--- src/rtl/conv3d_job_scheduler_if.sv ---
// Requester/engine handshake bundle for the 3D convolution job scheduler.
// The scheduler takes the slave view; requesters and engine model take the master view.
interface conv3d_job_scheduler_if #(
    parameter int unsigned NUM_REQ = 4
);
    logic [NUM_REQ-1:0]   req;
    logic [2*NUM_REQ-1:0] req_filter;
    logic [NUM_REQ-1:0]   gnt;
    logic [NUM_REQ-1:0]   job_done;
    logic [NUM_REQ-1:0]   job_err;
    logic                 eng_start;
    logic [1:0]           eng_filter;
    logic                 eng_done;
    logic                 busy;
    logic [15:0]          jobs_completed;

    modport master (
        output req, req_filter, eng_done,
        input  gnt, job_done, job_err, eng_start, eng_filter, busy, jobs_completed
    );

    modport slave (
        input  req, req_filter, eng_done,
        output gnt, job_done, job_err, eng_start, eng_filter, busy, jobs_completed
    );
endinterface

--- src/rtl/conv3d_job_scheduler.sv ---
// Round-robin scheduler granting one shared 3D convolution engine to NUM_REQ requesters,
// with bad-filter rejection and a WAIT timeout. All outputs are registered.
module conv3d_job_scheduler #(
    parameter int unsigned NUM_REQ     = 4,
    parameter int unsigned NUM_FILTERS = 3,
    parameter int unsigned TIMEOUT     = 1024
) (
    input logic                   clk,
    input logic                   reset_n,
    conv3d_job_scheduler_if.slave bus
);
    localparam int unsigned     IdxW    = (NUM_REQ > 1) ? $clog2(NUM_REQ) : 1;
    localparam int unsigned     CntW    = $clog2(TIMEOUT + 1);
    localparam logic [IdxW-1:0] LastRst = IdxW'(NUM_REQ - 1);
    localparam logic [CntW-1:0] CntLast = CntW'(TIMEOUT);

    typedef enum logic [2:0] {StIdle, StLaunch, StWait, StResp, StReject} state_e;

    state_e              state_q, state_d;
    logic [NUM_REQ-1:0]  gnt_q, gnt_d;
    logic [NUM_REQ-1:0]  done_q, done_d;
    logic [NUM_REQ-1:0]  err_q, err_d;
    logic                eng_start_q, eng_start_d;
    logic [1:0]          eng_filter_q, eng_filter_d;
    logic                busy_q, busy_d;
    logic [15:0]         jobs_q, jobs_d;
    logic [CntW-1:0]     cnt_q, cnt_d;
    logic [IdxW-1:0]     last_q, last_d;
    logic [IdxW-1:0]     win_q, win_d;

    logic [IdxW-1:0]     cand;
    logic [IdxW-1:0]     pick;
    logic                found;
    logic [NUM_REQ-1:0]  pick_oh;
    logic [1:0]          pick_filter;

    // Search starts one past the last job owner so every requester gets a turn.
    always_comb begin
        cand  = '0;
        pick  = '0;
        found = 1'b0;
        for (int k = 1; k <= int'(NUM_REQ); k++) begin
            cand = IdxW'((int'(last_q) + k) % int'(NUM_REQ));
            if (!found && bus.req[cand]) begin
                pick  = cand;
                found = 1'b1;
            end
        end
        pick_oh       = '0;
        pick_oh[pick] = 1'b1;
        pick_filter   = bus.req_filter[{pick, 1'b0} +: 2];
    end

    always_comb begin
        state_d      = state_q;
        gnt_d        = gnt_q;
        done_d       = '0;
        err_d        = '0;
        eng_start_d  = 1'b0;
        eng_filter_d = eng_filter_q;
        busy_d       = busy_q;
        jobs_d       = jobs_q;
        cnt_d        = cnt_q;
        last_d       = last_q;
        win_d        = win_q;
        unique case (state_q)
            StIdle: begin
                if (found) begin
                    win_d  = pick;
                    gnt_d  = pick_oh;
                    busy_d = 1'b1;
                    if (32'(pick_filter) < NUM_FILTERS) begin
                        state_d      = StLaunch;
                        eng_start_d  = 1'b1;
                        eng_filter_d = pick_filter;
                    end else begin
                        state_d = StReject;
                        err_d   = pick_oh;
                    end
                end
            end
            StLaunch: begin
                state_d = StWait;
                cnt_d   = '0;
            end
            StWait: begin
                cnt_d = cnt_q + 1'b1;
                // A completion on the last allowed cycle still counts as success.
                if (bus.eng_done) begin
                    state_d = StResp;
                    done_d  = gnt_q;
                    if (jobs_q != 16'hFFFF) begin
                        jobs_d = jobs_q + 16'd1;
                    end
                end else if (cnt_q == CntLast) begin
                    state_d = StResp;
                    err_d   = gnt_q;
                end
            end
            StResp, StReject: begin
                state_d = StIdle;
                gnt_d   = '0;
                busy_d  = 1'b0;
                last_d  = win_q;
            end
            default: state_d = StIdle;
        endcase
    end

    always_ff @(posedge clk or negedge reset_n) begin
        if (!reset_n) begin
            state_q      <= StIdle;
            gnt_q        <= '0;
            done_q       <= '0;
            err_q        <= '0;
            eng_start_q  <= 1'b0;
            eng_filter_q <= 2'd0;
            busy_q       <= 1'b0;
            jobs_q       <= 16'd0;
            cnt_q        <= '0;
            last_q       <= LastRst;
            win_q        <= '0;
        end else begin
            state_q      <= state_d;
            gnt_q        <= gnt_d;
            done_q       <= done_d;
            err_q        <= err_d;
            eng_start_q  <= eng_start_d;
            eng_filter_q <= eng_filter_d;
            busy_q       <= busy_d;
            jobs_q       <= jobs_d;
            cnt_q        <= cnt_d;
            last_q       <= last_d;
            win_q        <= win_d;
        end
    end

    assign bus.gnt            = gnt_q;
    assign bus.job_done       = done_q;
    assign bus.job_err        = err_q;
    assign bus.eng_start      = eng_start_q;
    assign bus.eng_filter     = eng_filter_q;
    assign bus.busy           = busy_q;
    assign bus.jobs_completed = jobs_q;
endmodule

--- src/flat_wrapper.sv ---
// flat-port wrapper written by rule: the top's interface ports become plain ports
module conv3d_job_scheduler_flat 
#(
    parameter int unsigned NUM_REQ     = 4,
    parameter int unsigned NUM_FILTERS = 3,
    parameter int unsigned TIMEOUT     = 1024
)
  (clk, reset_n, bus_req, bus_req_filter, bus_eng_done, bus_gnt, bus_job_done, bus_job_err, bus_eng_start, bus_eng_filter, bus_busy, bus_jobs_completed);
  conv3d_job_scheduler_if #(.NUM_REQ(NUM_REQ)) bus_i ();
  input logic clk;
  input logic reset_n;
  input wire logic [$bits(bus_i.req)-1:0] bus_req;
  input wire logic [$bits(bus_i.req_filter)-1:0] bus_req_filter;
  input wire logic [$bits(bus_i.eng_done)-1:0] bus_eng_done;
  output wire logic [$bits(bus_i.gnt)-1:0] bus_gnt;
  output wire logic [$bits(bus_i.job_done)-1:0] bus_job_done;
  output wire logic [$bits(bus_i.job_err)-1:0] bus_job_err;
  output wire logic [$bits(bus_i.eng_start)-1:0] bus_eng_start;
  output wire logic [$bits(bus_i.eng_filter)-1:0] bus_eng_filter;
  output wire logic [$bits(bus_i.busy)-1:0] bus_busy;
  output wire logic [$bits(bus_i.jobs_completed)-1:0] bus_jobs_completed;
  assign bus_i.req = bus_req;
  assign bus_i.req_filter = bus_req_filter;
  assign bus_i.eng_done = bus_eng_done;
  assign bus_gnt = bus_i.gnt;
  assign bus_job_done = bus_i.job_done;
  assign bus_job_err = bus_i.job_err;
  assign bus_eng_start = bus_i.eng_start;
  assign bus_eng_filter = bus_i.eng_filter;
  assign bus_busy = bus_i.busy;
  assign bus_jobs_completed = bus_i.jobs_completed;
  conv3d_job_scheduler #(.NUM_REQ(NUM_REQ), .NUM_FILTERS(NUM_FILTERS), .TIMEOUT(TIMEOUT)) u_core (.clk(clk), .reset_n(reset_n), .bus(bus_i));
endmodule
--- config.mk ---
export PLATFORM = sky130hd
export DESIGN_NAME = conv3d_job_scheduler_flat
export DESIGN_NICKNAME = d
export VERILOG_FILES = /design/src/rtl/conv3d_job_scheduler_if.sv /design/src/rtl/conv3d_job_scheduler.sv /design/src/flat_wrapper.sv
export SDC_FILE = /design/constraint.sdc
export NUM_CORES = 1
export LEC_CHECK = 0
export BUFFER_PORTS_ARGS = -buffer_cell sky130_fd_sc_hd__buf_2
export CAP_MARGIN = 30
export CORE_ASPECT_RATIO = 0.8
export CORE_MARGIN = 2
export CORE_UTILIZATION = 49
export DETAILED_ROUTE_END_ITERATION = 16
export GPL_ROUTABILITY_DRIVEN = 1
export PLACE_DENSITY = 0.73
export SETUP_SLACK_MARGIN = 0.05
export SYNTH_ARGS = -nofsm -noshare
export SYNTH_HDL_FRONTEND = slang
export SYNTH_SLANG_ARGS = --single-unit
--- constraint.sdc ---
create_clock -name clk -period 1.8 [get_ports clk]
set_input_delay 0.18 -clock clk [delete_from_list [all_inputs] [get_ports clk]]
set_output_delay 0.18 -clock clk [all_outputs]
set_load 0.02 [all_outputs]
# ---- Word-level counts from Yosys, hierarchy flattened
# Index checks and enable logic that the tools add are counted.
dict set report word_totals {
  register_bits 50
  word_cells 87
  out_inout_bits 32
  ramBits 0
  in_bits 15
  latch_bits 0
  romBits 0
  mem_count 0
}
dict set report classes {
  mul 0
  n_bitwise 0
  n_lt_le_gt_ge 7
  shift 1
  muxes 38
  n_reduce_logical 16
  n_addsub 6
  div 0
  n_eq_ne 8
}
# op n
set ops {}
lappend ops {{two-way mux 4 bit} 7}
lappend ops {{one-hot mux 11 bit (2 select lines)} 1}
lappend ops {{adder 16 x 1 -> 16 bit (second input constant)} 1}
lappend ops {{!= test 16 bit (second input constant)} 1}
lappend ops {{one-hot mux 4 bit (2 select lines)} 2}
lappend ops {{< comparator 2 x 3 -> 1 bit (second input constant)} 5}
lappend ops {{two-way mux 1 bit} 13}
lappend ops {{two-way mux 3 bit} 4}
lappend ops {{adder 11 x 1 -> 11 bit (second input constant)} 1}
lappend ops {{equality test 11 bit (second input constant)} 1}
lappend ops {{one-hot mux 3 bit (3 select lines)} 1}
lappend ops {{binary-select mux 1 bit (select 2 bit)} 4}
lappend ops {{two-way mux 2 bit} 4}
lappend ops {{indexed part select 8 x 4 -> 2 bit} 1}
lappend ops {{equality test 3 x 2 -> 1 bit (second input constant)} 2}
lappend ops {{AND reduction 2 bit} 3}
lappend ops {{AND reduction 3 bit} 2}
lappend ops {{adder 2 x 1 -> 2 bit (second input constant)} 2}
lappend ops {{adder 2 bit (second input constant)} 2}
lappend ops {{logical AND 1 bit} 4}
lappend ops {{nonzero test 2 bit} 2}
lappend ops {{equality test 3 x 1 -> 1 bit (second input constant)} 1}
lappend ops {{equality test 3 bit (second input constant)} 1}
lappend ops {{logical NOT 1 bit} 3}
lappend ops {{8 further kinds} 8}

# ---- Depth between registers and ports, before layout
dict set report depth {
  depth_word 20
  depth_mapped 8
  ltp_nobuf 7
}

# ---- Worst setup path after synthesis
# Ideal clock, no wire load.
dict set report synth_timing {
  path_kind {register to register}
  startpoint {reg u_core.last_q[1]}
  endpoint {reg u_core.eng_filter_q[0] (netlist: u_core.bus.eng_filter[0])}
  t_required_ns 1.681
  t_arrival_ns 1.728
  n_path_buf 2
  setup_time_ns 0.119
  setup_slack_ns -0.047
  period_less_slack_ns 1.847
  stages_incl_launch_ff 9
  cell_sequence {dfstp_2 > buf_4 > nand2_1 > a31oi_1 > and2_4 > buf_6 > mux2_4 > o2bb2ai_1 > o21ba_1}
}
dict set report synth_between {
  elab_chain_cells 16
  elab_cells_between_ends 29
  cone_classes {add/sub: 4; order compare: 1; shift: 1; mux: 16; reduce/logical: 7}
}
# element line_no
set synth_rtl {}
lappend synth_rtl {{start: declaration} conv3d_job_scheduler.sv:28} ;# logic [IdxW-1:0] last_q, last_d;
lappend synth_rtl {{start signal: assignment} conv3d_job_scheduler.sv:121} ;# last_q <= LastRst;
lappend synth_rtl {{start signal: assignment} conv3d_job_scheduler.sv:133} ;# last_q <= last_d;
lappend synth_rtl {{adder 2 x 1 -> 2 bit} conv3d_job_scheduler.sv:43} ;# cand = IdxW'((int'(last_q) + k) % int'(NUM_REQ));
lappend synth_rtl {{binary-select mux 1 bit (select 2 bit)} conv3d_job_scheduler.sv:44} ;# if (!found && bus.req[cand]) begin
lappend synth_rtl {{two-way mux 1 bit (not written as such)} conv3d_job_scheduler.sv:44}
lappend synth_rtl {{two-way mux 1 bit} conv3d_job_scheduler.sv:44}
lappend synth_rtl {{logical NOT 1 bit} conv3d_job_scheduler.sv:44}
lappend synth_rtl {{logical AND 1 bit} conv3d_job_scheduler.sv:44}
lappend synth_rtl {{two-way mux 1 bit} conv3d_job_scheduler.sv:44}
lappend synth_rtl {{logical NOT 1 bit} conv3d_job_scheduler.sv:44}
lappend synth_rtl {{logical AND 1 bit} conv3d_job_scheduler.sv:44}
lappend synth_rtl {{two-way mux 1 bit} conv3d_job_scheduler.sv:44}
lappend synth_rtl {{logical NOT 1 bit} conv3d_job_scheduler.sv:44}
lappend synth_rtl {{logical AND 1 bit} conv3d_job_scheduler.sv:44}
lappend synth_rtl {{two-way mux 2 bit} conv3d_job_scheduler.sv:44}
lappend synth_rtl {{indexed part select 8 x 4 -> 2 bit} conv3d_job_scheduler.sv:51} ;# pick_filter = bus.req_filter[{pick, 1'b0} +: 2];
lappend synth_rtl {{< comparator 2 bit} conv3d_job_scheduler.sv:72} ;# if (32'(pick_filter) < NUM_FILTERS) begin
lappend synth_rtl {{AND reduction 3 bit (no line)} n/a}
lappend synth_rtl {{end signal: assignment} conv3d_job_scheduler.sv:129} ;# eng_filter_q <= eng_filter_d;
lappend synth_rtl {{end: declaration} conv3d_job_scheduler.sv:24} ;# logic [1:0] eng_filter_q, eng_filter_d;
# Parallel ways exist; a longest one is shown, timed or not. The select of a mux whose other input is x is not followed.
# A chain may end at the register's enable or synchronous reset.

# ---- Final worst setup path
dict set report layout_timing {
  startpoint {reg u_core.last_q[1]}
  endpoint {reg u_core.eng_filter_q[1] (netlist: u_core.bus.eng_filter[1])}
}
# Same word-level chain as after synthesis.

==> summary.md <==
| Metric | Value |
|---|---|
| TritonCTS Buffers | 5 |
| Leading post-synthesis cells by cell area | dfrtp_1 49%, nand2_1 7.6%, o21ai_0 5.5% |
| Largest family of logic cells by synthesized area | simple AND/OR/NAND/NOR gates |
| Clock Pin Slew Worst Setup and Hold Paths | 0.09 ns |
| Required @ worst endpoint | 2.00 ns |
| Total power | 4404 uW |
| Worst-skew pair later-pin latency | 0.30 ns |
| Yosys top cell area share | 0.4868 |
| Avg Inst Size Synth | 9.676 um2 |
| Fin cells | 386 |
| Vias per cell | 5.311 |
| DP HPWL | 4084 um |
| Nets | 341 |
| Mux contribution to synthesized area | 0.03803 |
| Htree depth | 2 |
| Period utilization | 1.000 |
| FFs w/ async S/R, synth | 1.000 |
| Status | completed |
| Hold Crit Start | bus_req_filter[5] |
| RSZ-0062 raised after global routing | true |
| TritonCTS clock tree | yes |
| Combinational share of power | 0.451 |
| Congestion Overflow GR | 0 |
| Grt met1 use | 0.2902 |
| Distinct cells, synth | 51 |
| Synth Area in Adders | 0.01521 |
| Final hold viol count | 0 |
| Area leader, netlist | dfrtp_1 |
| Initial DRC count | 101 |
| Cells after synthesis | 255 |
| Die H | 67.47 um |
| Compound-Gate Fraction of Synth Area | 0.1313 |
| Top-Level Pins | 47 |
| Max-slew headroom at the worst pin | 0.6394 |
| Routed length per placed instance | 14.20 um |
| Post-synth net total | 273 |
| GP Congestion | 0.9102 |
| Routed via count | 2,050 |
| Power per cell area | 1412 nW/um2 |
| Most common flop cell mapped by yosys | dfrtp_1 |
| Area of the core | 4921 um2 |
| Root cell of the clock tree | clkbuf_8 |
| Number of slew-limit violations in the final report | 0 |
| Die area | 5623 um2 |
| Initial Util | 0.5014 |
| Hold Path Depth | 3 |
| R2R Setup Slk | 0.00006 ns |
| Total clock sinks | 50 |
| RR Endpoint | u_core.bus.eng_filter[1]$_DFFE_PN0P_ |
| Clk buf depth | 2 |
| Post-synth EDFFs | 0 |
| Maximum vdd drop | 845.2 uV |
| Max cap viols | 0 |
| Hold Path End | u_core.bus.job_err[2]$_DFF_PN0_ |
| CP Class | flop to flop |
| Placed insts | 374 |
| Ant. Diodes | 0 |
| Post-Route Skew | 0.005237 ns |
| GRT Resource Usage Total | 0.1984 |
| Worst r2r path cells | 6 |
| Leakage power | 0.001503 uW |
| Sequential share of power | 0.371 |
| Clk pwr share | 0.178 |
| GRT Max-Usage Layer | met2 |
| Row Count | 23 |
| Post-Syn Area | 2467 um2 |
| Sw Ratio | 0.3899 |
| Met2 Use GR | 0.2984 |
| Worst Hold Class | input port to flop |
| Initial antenna violation count | 0 |
| Layout Area Growth over Synthesis | 26.42% |
| Tmin final | 1.800 ns |
| Drt first pass iters | 5 |
| Worst-margin pin slew | 0.5408 ns |
| Psw | 1717 uW |
| Met3 GRT Util | 0.04279 |
| Final wirelength | 5480 um |
| Most common library cells after synthesis | 50 x nand2_1, 48 x dfrtp_1, 27 x o21ai_0 |
| Count leader, synth | nand2_1 |
| Worst setup EP type | flop |
| Internal power | 2687 uW |
| Chip width | 83.34 um |
| Crit path launch type | flop |
| Vias in the first global route | 1,837 |
| R2r startpoint | u_core.last_q[1]$_DFFE_PN1P_ |
| Yosys warns | 0 |
| DRC errors left | 0 |
| Final core utilization | 0.6339 |
| Antenna viol nets, final | 0 |
| IO buf count | 46 |
| Setup violations, final | 0 |
| Synthesized flop and latch total | 50 |
| Register area share after synthesis | 0.5081 |
| Simple-gate portion of the synthesized area | 0.2277 |
| Largest net degree at the start of global routing | 24 |
| Highest clock rate | 555.6 MHz |
| CP max FO | 8 |
| Layout cells sized above 1 | 0.3117 |
| Xor and xnor area share after synthesis | 0.05680 |
| First-pass GRT wire length | 8742 um |
| Crit path arrival time | 2.00 ns |
layout by cell type (no fill, tap or decap), types with 2 or more instances in the layout:
cell type  netlist  final
nor2_2           2      3
buf_2            3     46
nand2b_1         2      2
o21ai_0         27     27
dfrtp_2          0      2
buf_4            1     20
xor2_1           6      6
nor4_1           2      2
nand3_1         12     11
nor2_1          18     17
clkbuf_8         0      5
o31ai_1          2      2
o21ba_1          2      2
nand2_2          0      2
inv_1            5      5
a21oi_1          2      2
nand2_1         50     48
mux2_4           2      2
dfrtp_1         48     46
ha_1             3      3
o22ai_1          2      2
and2_1           3      3
xnor2_1         10     10
o2bb2ai_4        0      2
nand4_1          5      5
dfstp_2          2      2
mux2_2           2      2
and3_1           8      8
nor3_1           6      5
worst max-delay path by stage:
stage / depth (start not counted) / to / start
4_1_cts: 6 / u_core.bus.eng_filter[1]$_DFFE_PN0P_ / u_core.last_q[1]$_DFFE_PN1P_
5_1_grt: 6 / u_core.bus.eng_filter[1]$_DFFE_PN0P_ / u_core.state_q[2]$_DFFE_PN0P_
3_5_place_dp: 6 / u_core.bus.eng_filter[1]$_DFFE_PN0P_ / u_core.last_q[1]$_DFFE_PN1P_
2_1_floorplan: 8 / u_core.bus.eng_filter[0]$_DFFE_PN0P_ / u_core.last_q[1]$_DFFE_PN1P_
3_3_place_gp: 6 / u_core.bus.eng_filter[1]$_DFFE_PN0P_ / u_core.last_q[1]$_DFFE_PN1P_
6_report: 6 / u_core.bus.eng_filter[1]$_DFFE_PN0P_ / u_core.last_q[1]$_DFFE_PN1P_
power groups by stage:
stage          clock network [uW]  registers [uW]  logic, uW
2_1_floorplan                   0            1740       1080
3_3_place_gp                    0            1640       1760
3_5_place_dp                    0            1650       1810
4_1_cts                       801            1630       1880
5_1_grt                       848            1670       2190
6_report                      785            1630       1980
layer usage:
metal | share of wire | vias up | routed length [um]
met2 | 0.45 | 48 | 2472
li1 | - | 1027 | -
met1 | 0.50 | 969 | 2730
met4 | 0.0086 | 0 | 47
met5 | 0 | - | 0
met3 | 0.042 | 6 | 229
worst max-delay path, cell delays in order, from the launching register on:
cell,delay [ns]
dfstp_2,0.61
nand2_2,0.08
a31oi_4,0.17
and2_4,0.24
mux2_4,0.33
o2bb2ai_4,0.12
o21ba_1,0.15
repair_timing:
action                                  4_1_cts  5_1_grt
hold endpoints to repair                     21        0
hold buffers                                  1        0
endpoints found under the setup margin        5       12
pin swaps                                     2        5
gates resized for setup                       4       12
buffers inserted                              1        2
sequential cells by signal (all words and copies together), names as in the netlist:
name                       flops
u_core.bus.gnt                 4
u_core.win_q                   2
u_core.bus.jobs_completed     16
u_core.bus.job_err             4
u_core.state_q                 3
u_core.cnt_q                  11
u_core.bus.eng_start           1
u_core.last_q                  2
u_core.bus.eng_filter          2
u_core.bus.busy                1
u_core.bus.job_done            4
through the flow:
step / TNS [ns] / instance area [um2] / hold WS [ns] / worst slack (ns)
final: 0 / 3119 / 0.1913 / 0.00005929
after global routing: -0.2927 / 3119 / 0.1924 / -0.08627
after CTS: -0.01059 / 3030 / 0.1757 / -0.008288
after detailed placement: -0.1224 / 2880 / 0.1900 / -0.06404
after global placement: 0 / 2880 / 0.1850 / 0.02427
after floorplan: -0.002395 / 2486 / -0.1156 / -0.001198
layout make-up:
| type | count | area [um2] |
|---|---|---|
| flip-flops and latches | 50 | 1256 |
| well taps | 62 | 77.57 |
| repair buffers | 67 | 390.4 |
| clock buffers | 6 | 72.57 |
| multi-input cells | 194 | 1266 |
| clock inverters | 2 | 37.54 |
| fillers | 398 | 1802 |
| inverters | 5 | 18.77 |
cells by family (layout without fill, tap and decap cells):
group                      Yosys count  count (layout)
DFF                                 50              50
adders and majority gates            3               3
AOI/OAI and AO/OA                   51              51
buffers and inverters               11              80
and+or+nand+nor                    116             116
muxes                                8               8
xor gates and xnor gates            16              16
(Power assumes the default switching activity.)
